<file path="src/rtl/int_ctrl_pkg.sv">
// ============================================================================
//  Module      : int_ctrl_pkg
//  Description : Shared constants and FSM encoding for the interrupt controller.
//  Revision    : 1.0  initial release
// ============================================================================
`default_nettype none

package int_ctrl_pkg;

    localparam int C_MAX_SRC = 32;
    localparam int C_ID_W    = 5;

    localparam logic [3:0] C_OFF_CTRL    = 4'h0;
    localparam logic [3:0] C_OFF_ENABLE  = 4'h4;
    localparam logic [3:0] C_OFF_PENDING = 4'h8;
    localparam logic [3:0] C_OFF_STATUS  = 4'hC;

    typedef enum logic [1:0] {
        ST_IDLE    = 2'd0,
        ST_REQ     = 2'd1,
        ST_SERVICE = 2'd2
    } state_t;

endpackage

`default_nettype wire

</file>
<file path="src/rtl/int_ctrl_if.sv">
// ============================================================================
//  Module      : int_ctrl_if
//  Description : Peripheral bus and core request/ack/done handshake bundle.
//  Revision    : 1.0  initial release
// ============================================================================
`default_nettype none

interface int_ctrl_if;
    import int_ctrl_pkg::*;

    logic [31:0]       data_i;
    logic [31:0]       addr_i;
    logic              we_i;
    logic [31:0]       data_o;
    logic              int_req_o;
    logic [C_ID_W-1:0] int_id_o;
    logic              int_ack_i;
    logic              int_done_i;

    // Controller side
    modport slave (
        input  data_i, addr_i, we_i, int_ack_i, int_done_i,
        output data_o, int_req_o, int_id_o
    );

    // Bus master / core side
    modport master (
        output data_i, addr_i, we_i, int_ack_i, int_done_i,
        input  data_o, int_req_o, int_id_o
    );

endinterface

`default_nettype wire

</file>
<file path="src/rtl/int_prio_enc.sv">
// ============================================================================
//  Module      : int_prio_enc
//  Description : Lowest-index find-first-set over the candidate vector.
//  Revision    : 1.0  initial release
// ============================================================================
`default_nettype none

module int_prio_enc
    import int_ctrl_pkg::*;
#(
    parameter int N_SRC = 8
) (
    input  wire logic [N_SRC-1:0]  i_req,
    output logic                   o_valid,
    output logic [C_ID_W-1:0]      o_id
);

    // Scanning downward lets the lowest set index overwrite last.
    always_comb begin
        o_valid = |i_req;
        o_id    = '0;
        for (int i = N_SRC - 1; i >= 0; i--) begin
            if (i_req[i]) begin
                o_id = C_ID_W'(i);
            end
        end
    end

endmodule

`default_nettype wire

</file>
<file path="src/rtl/int_ctrl.sv">
// ============================================================================
//  Module      : int_ctrl
//  Description : Edge-triggered, lowest-index-wins interrupt controller with
//                memory-mapped CTRL/ENABLE/PENDING/STATUS registers.
//                Optional INTC_SYNC_EN adds a 2-flop input synchronizer.
//  Revision    : 1.0  initial release
// ============================================================================
`default_nettype none

module int_ctrl
    import int_ctrl_pkg::*;
#(
    parameter int N_SRC = 8
) (
    input  wire logic              clk,
    input  wire logic              rst_n,
    input  wire logic [N_SRC-1:0]  irq_src_i,
    int_ctrl_if.slave              bus
);

    logic [N_SRC-1:0]  w_src;
    logic [N_SRC-1:0]  r_src_q;
    logic [N_SRC-1:0]  w_rise;
    logic [N_SRC-1:0]  r_pending;
    logic [N_SRC-1:0]  r_enable;
    logic              r_ctrl_en;
    logic [N_SRC-1:0]  w_cand;
    logic [N_SRC-1:0]  w_cur_onehot;
    logic              w_cur_live;
    logic [N_SRC-1:0]  w_w1c;
    logic [N_SRC-1:0]  w_clr;
    logic              w_win_valid;
    logic [C_ID_W-1:0] w_win_id;
    logic [3:0]        w_off;
    logic              w_wr_ctrl;
    logic              w_wr_enable;
    logic              w_wr_pending;
    state_t            r_state;
    state_t            w_state_nxt;
    logic              r_req;
    logic [C_ID_W-1:0] r_id;
    logic [C_ID_W-1:0] w_id_nxt;
    logic              w_ack_take;
    logic [31:0]       w_rdata;
    logic              w_unused;

`ifdef INTC_SYNC_EN
    logic [N_SRC-1:0]  r_sync1;
    logic [N_SRC-1:0]  r_sync2;

    always_ff @(posedge clk) begin
        if (!rst_n) begin
            r_sync1 <= '0;
            r_sync2 <= '0;
        end else begin
            r_sync1 <= irq_src_i;
            r_sync2 <= r_sync1;
        end
    end

    assign w_src = r_sync2;
`else
    assign w_src = irq_src_i;
`endif

    assign w_rise = w_src & ~r_src_q;

    // ------------------------------------------------------------------
    // Register decode
    // ------------------------------------------------------------------
    assign w_off        = bus.addr_i[3:0];
    assign w_wr_ctrl    = bus.we_i && (w_off == C_OFF_CTRL);
    assign w_wr_enable  = bus.we_i && (w_off == C_OFF_ENABLE);
    assign w_wr_pending = bus.we_i && (w_off == C_OFF_PENDING);
    assign w_w1c        = w_wr_pending ? bus.data_i[N_SRC-1:0] : '0;

    assign w_unused = ^{bus.addr_i[31:4], bus.data_i};

    assign w_cand       = r_pending & r_enable & {N_SRC{r_ctrl_en}};
    assign w_cur_onehot = N_SRC'(1) << r_id;
    assign w_cur_live   = |(w_cur_onehot & w_cand);

    int_prio_enc #(
        .N_SRC (N_SRC)
    ) u_prio_enc (
        .i_req   (w_cand),
        .o_valid (w_win_valid),
        .o_id    (w_win_id)
    );

    // ------------------------------------------------------------------
    // Handshake FSM
    // ------------------------------------------------------------------
    always_comb begin
        w_state_nxt = r_state;
        w_id_nxt    = r_id;
        w_ack_take  = 1'b0;
        unique case (r_state)
            ST_IDLE: begin
                if (w_win_valid) begin
                    w_state_nxt = ST_REQ;
                    w_id_nxt    = w_win_id;
                end
            end
            ST_REQ: begin
                // An ack outranks withdrawal when both happen together.
                if (bus.int_ack_i) begin
                    w_state_nxt = ST_SERVICE;
                    w_ack_take  = 1'b1;
                end else if (!w_cur_live) begin
                    w_state_nxt = ST_IDLE;
                end
            end
            ST_SERVICE: begin
                if (bus.int_done_i) begin
                    w_state_nxt = ST_IDLE;
                end
            end
            default: begin
                w_state_nxt = ST_IDLE;
            end
        endcase
    end

    assign w_clr = w_w1c | (w_ack_take ? w_cur_onehot : '0);

    always_ff @(posedge clk) begin
        if (!rst_n) begin
            r_state   <= ST_IDLE;
            r_req     <= 1'b0;
            r_id      <= '0;
            r_src_q   <= '0;
            r_pending <= '0;
            r_enable  <= '0;
            r_ctrl_en <= 1'b0;
        end else begin
            r_state   <= w_state_nxt;
            r_req     <= (w_state_nxt == ST_REQ);
            r_id      <= w_id_nxt;
            r_src_q   <= w_src;
            // New edges are ORed in after clearing so a same-cycle set wins.
            r_pending <= (r_pending & ~w_clr) | w_rise;
            if (w_wr_ctrl) begin
                r_ctrl_en <= bus.data_i[0];
            end
            if (w_wr_enable) begin
                r_enable <= bus.data_i[N_SRC-1:0];
            end
        end
    end

    // ------------------------------------------------------------------
    // Combinational read-back
    // ------------------------------------------------------------------
    always_comb begin
        w_rdata = '0;
        if (rst_n) begin
            case (w_off)
                C_OFF_CTRL:    w_rdata[0]         = r_ctrl_en;
                C_OFF_ENABLE:  w_rdata[N_SRC-1:0] = r_enable;
                C_OFF_PENDING: w_rdata[N_SRC-1:0] = r_pending;
                C_OFF_STATUS: begin
                    w_rdata[31] = (r_state == ST_SERVICE);
                    w_rdata[30] = r_req;
                    if (r_req || (r_state == ST_SERVICE)) begin
                        w_rdata[C_ID_W-1:0] = r_id;
                    end
                end
                default: w_rdata = '0;
            endcase
        end
    end

    assign bus.data_o    = w_rdata;
    assign bus.int_req_o = r_req;
    assign bus.int_id_o  = r_id;

endmodule

`default_nettype wire
</file>
<file path="src/flat_wrapper.sv">
// flat-port wrapper written by rule: the top's interface ports become plain ports
module int_ctrl_flat import int_ctrl_pkg::*;
#(
    parameter int N_SRC = 8
)
  (clk, rst_n, irq_src_i, bus_data_i, bus_addr_i, bus_we_i, bus_int_ack_i, bus_int_done_i, bus_data_o, bus_int_req_o, bus_int_id_o);
  int_ctrl_if bus_i ();
  input  wire logic clk;
  input  wire logic rst_n;
  input  wire logic [N_SRC-1:0] irq_src_i;
  input wire logic [$bits(bus_i.data_i)-1:0] bus_data_i;
  input wire logic [$bits(bus_i.addr_i)-1:0] bus_addr_i;
  input wire logic [$bits(bus_i.we_i)-1:0] bus_we_i;
  input wire logic [$bits(bus_i.int_ack_i)-1:0] bus_int_ack_i;
  input wire logic [$bits(bus_i.int_done_i)-1:0] bus_int_done_i;
  output wire logic [$bits(bus_i.data_o)-1:0] bus_data_o;
  output wire logic [$bits(bus_i.int_req_o)-1:0] bus_int_req_o;
  output wire logic [$bits(bus_i.int_id_o)-1:0] bus_int_id_o;
  assign bus_i.data_i = bus_data_i;
  assign bus_i.addr_i = bus_addr_i;
  assign bus_i.we_i = bus_we_i;
  assign bus_i.int_ack_i = bus_int_ack_i;
  assign bus_i.int_done_i = bus_int_done_i;
  assign bus_data_o = bus_i.data_o;
  assign bus_int_req_o = bus_i.int_req_o;
  assign bus_int_id_o = bus_i.int_id_o;
  int_ctrl #(.N_SRC(N_SRC)) u_core (.clk(clk), .rst_n(rst_n), .irq_src_i(irq_src_i), .bus(bus_i));
endmodule
</file>
<file path="config.mk">
export PLATFORM = sky130hd
export DESIGN_NAME = int_ctrl_flat
export DESIGN_NICKNAME = d
export VERILOG_FILES = /design/src/rtl/int_ctrl_pkg.sv /design/src/rtl/int_ctrl_if.sv /design/src/rtl/int_prio_enc.sv /design/src/rtl/int_ctrl.sv /design/src/flat_wrapper.sv
export SDC_FILE = /design/constraint.sdc
export NUM_CORES = 1
export LEC_CHECK = 0
export BUFFER_PORTS_ARGS = -buffer_cell sky130_fd_sc_hd__clkbuf_2
export CORE_UTILIZATION = 38
export CTS_BUF_LIST = sky130_fd_sc_hd__clkbuf_8 sky130_fd_sc_hd__clkbuf_16
export DETAILED_ROUTE_END_ITERATION = 10
export PLACE_DENSITY_LB_ADDON = 0.1
export SETUP_SLACK_MARGIN = 0.5
export SLEW_MARGIN = 20
export SYNTH_ARGS = -nofsm -noshare
export SYNTH_HDL_FRONTEND = slang
export SYNTH_SLANG_ARGS = --single-unit
</file>
<file path="constraint.sdc">
create_clock -name clk -period 1.4 [get_ports clk]
set_clock_uncertainty 0.15 [all_clocks]
set_input_delay 0.14 -clock clk [delete_from_list [all_inputs] [get_ports clk]]
set_output_delay 0.14 -clock clk [all_outputs]
set_load 0.02 [all_outputs]
</file>
## Word-level counts from Yosys, hierarchy flattened

Index checks and enable logic that the tools add are counted.

- Register bits: 33
- Word-level logic and storage cells: 55

- Multiplexer cells: 23
- Shift-type cells: 1
- Bitwise operators: 9
- Reductions and logical operators: 9
- Equal/unequal tests: 6

Operators by type and width:

| operator | number |
|---|---|
| AND 8 bit | 5 |
| 2-to-1 mux 5 bit | 8 |
| 2-to-1 mux 32 bit | 1 |
| 2-to-1 mux 8 bit | 2 |
| inverter 8 bit | 2 |
| OR 8 bit | 2 |
| OR reduction 8 bit | 2 |
| case mux 4 bit (3 select lines) | 1 |
| 2-to-1 mux 2 bit | 5 |
| equality test 4 bit, second input constant | 2 |
| << shifter 1 x 5 -> 8 bit, first input constant | 1 |
| case mux 2 bit (3 select lines) | 1 |
| case mux 3 bit (2 select lines) | 1 |
| equality test 2 x 1 -> 1 bit, second input constant | 2 |
| equality test 4 x 3 -> 1 bit, second input constant | 1 |
| logical NOT 4 bit | 1 |
| case mux 1 bit (4 select lines) | 1 |
| logical AND 1 bit | 3 |
| 2-to-1 mux 3 bit | 1 |
| equality test 2 bit, second input constant | 1 |
| logical NOT 2 bit | 1 |
| 2-to-1 mux 1 bit | 2 |
| AND reduction 2 bit | 1 |
| logical OR 1 bit | 1 |

## Logic depth before layout (Yosys ltp)

- Depth after elaboration: 10
- Depth in mapped cells: 6

## By module

Synthesis repeated with hierarchy kept, for this count alone.

- Cell total of the unflattened synthesis: 225
- Area, all modules: 1960.6 um^2

By module, submodules not included:

| module | area an instance (um^2) | instances | cells each | sequential area each (um^2) |
|---|---|---|---|---|
| int_ctrl | 1860.5 | 1 | 209 | 660.6 |
| int_prio_enc | 100.1 | 1 | 16 | 0.0 |

## Worst setup path after synthesis

OpenSTA, ideal clock, no wires.

- Path type: register to output
- Start point: reg u_core.r_state[0]
- End point: out bus_data_o[1]
- Setup slack: -0.245 ns
- Path buffers: 0
- Data arrival time: 1.355 ns
- Cell stages (with the launch flop): 5
- Path through: dfxtp_1 nand2b_1 a2111oi_2 a22oi_1 nor2_1

- Longest elaborated chain between the ends: 5

RTL lines:

| element | RTL line | RTL |
|---|---|---|
| from (decl) | int_ctrl.sv:38 | `state_t r_state;` |
| from (signal assigned) | int_ctrl.sv:137 | `r_state <= w_state_nxt;` |
| equality test 2 bit | int_ctrl.sv:165 | `if (r_req \|\| (r_state == ST_SERVICE)) begin` |
| logical OR 1 bit | int_ctrl.sv:165 |  |
| 2-to-1 mux 5 bit | int_ctrl.sv:165 |  |
| case mux 4 bit (3 select lines) | int_ctrl.sv:158 | `case (w_off)` |
| 2-to-1 mux 32 bit | int_ctrl.sv:157 | `if (rst_n) begin` |
| to (decl) | flat_wrapper.sv:16 | `output wire logic [$bits(bus_i.data_o)-1:0] bus_data_o;` |

Every way passes these cells.

## Worst setup path in the final report

- Start point: reg u_core.r_state[0]
- End point: out bus_data_o[2]

The elaborated chain is that of the path after synthesis.

==> metrics.yaml <==
status: "finished with violations"
violations: "hold timing, setup timing"
tritoncts.num_buffers: 5
finalSetupViolCount: 20
slew_violations: 0
p_leak_nw: 1.37
ios: 115
grt_pass1_vias: 1796
cts_buffer_depth: 2
num_rows: 24
gp_congestion: 0.848
crit_path_end_kind: "output pin"
critPathKind: "reg2out"
die_h_um: 70.0
crit_chain: "nand2b_4 -> a2111oi_4 -> buf_4 -> a22oi_2 -> nor2_2 -> buf_6"
reg2regPathDepth: 6
stdcell_area_mm2: 0.00310
maxCapViolations: 0
area_growth_pct: 76.2
fin_tns_setup_ps: -4510
drt_wl_total_um: 5360
nets: 392
via_count: 1874
fin_crit_sh: 1.32
grt.overflow.total: 0
yosysWarnings: 0
startpoint_type: "flop"
register_area_um2: 654
drt_pre_antenna_iters: 4
grt_pass1_wl_um: 8590
slowest_stage: "a2111oi_4"
crit_arrival_ps: 1560
finalHoldViolations: 11
synthTopCellsByArea: "dfxtp_1, buf_4, mux2i_1"
cts_tree: "yes"
htreeDepth: 2
io_buffers: 38
whs_path_depth: 3
worstPathMaxFanout: 3
ant_nets: 0
die_area_mm2: 0.00491
insertion_delay_ps: 280
setup_slack_ps: -453
vdd_drop_max_uv: 822
die_w_um: 70.0
fin_crit_ps: 1850
hp-class: "in2reg"
synth-seq-cells: 31
synth_top_area_cell: "dfxtp_1"
n_antenna_cell: 0
p_per_area_mw_per_mm2: 661
wl_per_cell_um: 14.6
multiInputGateArea_mm2: 0.00126
holdWs_ps: -94.6
viasPerCell: 5.09
worstPathRequired_ps: 1110
rsz0062_at_grt: "yes"
synth_cell_types: 44
hpwl_um: 3710
cts_hold_buf: 2
max_stage_delay_ps: 350
critical_path.top_delay_family: "compound AO/OA/AOI/OAI gates"
clkSinkCount: 31
synth_area_mm2: 0.00176
post_dp_cell_area_mm2: 0.00237
synth.top_cell.area_share: 0.353
grt_max_degree: 19
path_depth: 6
clkTransAtPathRegs_ps: 70
drc: 0
syn_inst: 207
cts-root-buf: "clkbuf_8"
antenna_found_initial: 0
drive_gt1_frac: 0.554
drtIter0Drc: 93
avgSynthCellArea_um2: 8.50
critPathBufInv: 2
grt_usage: 0.224
synth_seq_area_share: 0.353
coreArea_mm2: 0.00441
fmax_ghz: 0.540
start_util: 0.399
fillCellCount: 358
[through the flow]
stage	total power, W	util	setup WS (ps)	hold WS, ps	std cells
5_1_grt	0.00212	0.702	-516	-79.5	368
6_report	0.00205	0.702	-453	-94.6	368
3_3_place_gp	0.00127	0.538	-130	193	334
4_1_cts	0.00203	0.654	-411	-95.2	357
2_1_floorplan	0.00118	-	-51.4	101	230
3_5_place_dp	0.00128	0.538	-122	195	334
[layout make-up]
type,count,area share
clock buffers,6,0.0266
clock inverters,2,0.00283
inverters,10,0.0129
multi-input cells,156,0.406
flip-flops and latches,31,0.211
well taps,52,0.0210
repair buffers,111,0.319
[where the power goes]
part	switching, W	leakage [nW]	internal, W	total [W]
Clock	0.000328	0.0524	0.000389	0.000717
Sequential	0.0000273	0.263	0.000915	0.000942
Combinational	0.000211	1.06	0.000178	0.000389
Total	0.000566	1.37	0.00148	0.00205
[placed cells by master (no fill, tap or decap), drive strengths merged, types with 2 or more instances in the layout]
cell type / n
a211oi: 2
a22o: 2
a22oi: 11
a31oi: 3
a32o: 3
and2: 3
and3: 2
buf: 86
clkbuf: 29
conb: 24
dfxtp: 31
dlygate4sd3: 2
inv: 11
mux2i: 10
nand2: 23
nand2b: 4
nand3: 6
nand3b: 2
nand4b: 2
nor2: 13
nor2b: 11
nor3: 2
nor3b: 2
o21a: 2
o22ai: 7
o2bb2ai: 5
o311ai: 3
[layer usage]
layer  share of wire  routed length (um)  vias to the layer above  global-route usage
li1                -                   -                      917                   -
met1            0.44                2350                      877               0.289
met2            0.50                2670                       74               0.368
met3           0.048                 258                        6              0.0418
met4           0.015                  81                        0              0.0911
met5               0                   0                        -                   0
[flip-flops by register name (all words and copies together) (netlist names)]
| name | flops |
|---|---|
| u_core.r_src_q | 8 |
| u_core.r_state | 2 |
| u_core.bus.int_req_o | 1 |
| u_core.bus.int_id_o | 3 |
| u_core.r_pending | 8 |
| u_core.r_ctrl_en | 1 |
| u_core.r_enable | 8 |
[what timing repair did]
item                                    CTS  global route
hold endpoints to repair                 15             8
setup buffers                            13            11
gates resized for setup                  74            37
gates cloned                              0             0
pin swaps                                19            12
endpoints found under the setup margin   37            37
[worst reg2reg max path, stage by stage (launching register included)]
cell and delay (ps):
dfxtp_2 320, buf_4 130, buf_6 110, or3b_4 430, a41oi_4 230, o211ai_1 140
a31oi_1 170
[Yosys cell counts (all sizes together)]
cell type / instances
dfxtp: 31
buf: 28
nand2: 23
nor2: 13
a22oi: 11
nor2b: 11
inv: 10
mux2i: 10
o22ai: 7
nand3: 6
clkbuf: 5
o2bb2ai: 5
nand2b: 4
a31oi: 3
a32o: 3
and2: 3
o311ai: 3
a211oi: 2
a22o: 2
and3: 2
nand3b: 2
nand4b: 2
nor3: 2
nor3b: 2
o21a: 2
a2111oi: 1
a21oi: 1
a221oi: 1
a2bb2oi: 1
a41o: 1
a41oi: 1
and3b: 1
conb: 1
nor4: 1
o211ai: 1
o21ai: 1
o221a: 1
o31ai: 1
or2: 1
or3b: 1
[cells by family after synthesis]
kind of cell           Yosys count  synth area share
AOI/OAI and AO/OA               48             0.220
buffers and inverters           43             0.148
DFF                             31             0.353
muxes                           10            0.0569
other                            1           0.00213
and+or+nand+nor                 74             0.220
[final timing paths]
path / startpoint / to / slack (ps)
setup / recovery: u_core.r_state[0] / bus_data_o[2] / -450
hold reg to reg: u_core.r_src_q[6] / u_core.r_pending[6] / 250
setup reg to reg: u_core.r_state[0] / u_core.bus.int_req_o / -360
hold / removal: irq_src_i[4] / u_core.r_src_q[4] / -90
No activity file was read; power rests on OpenSTA's default activity.
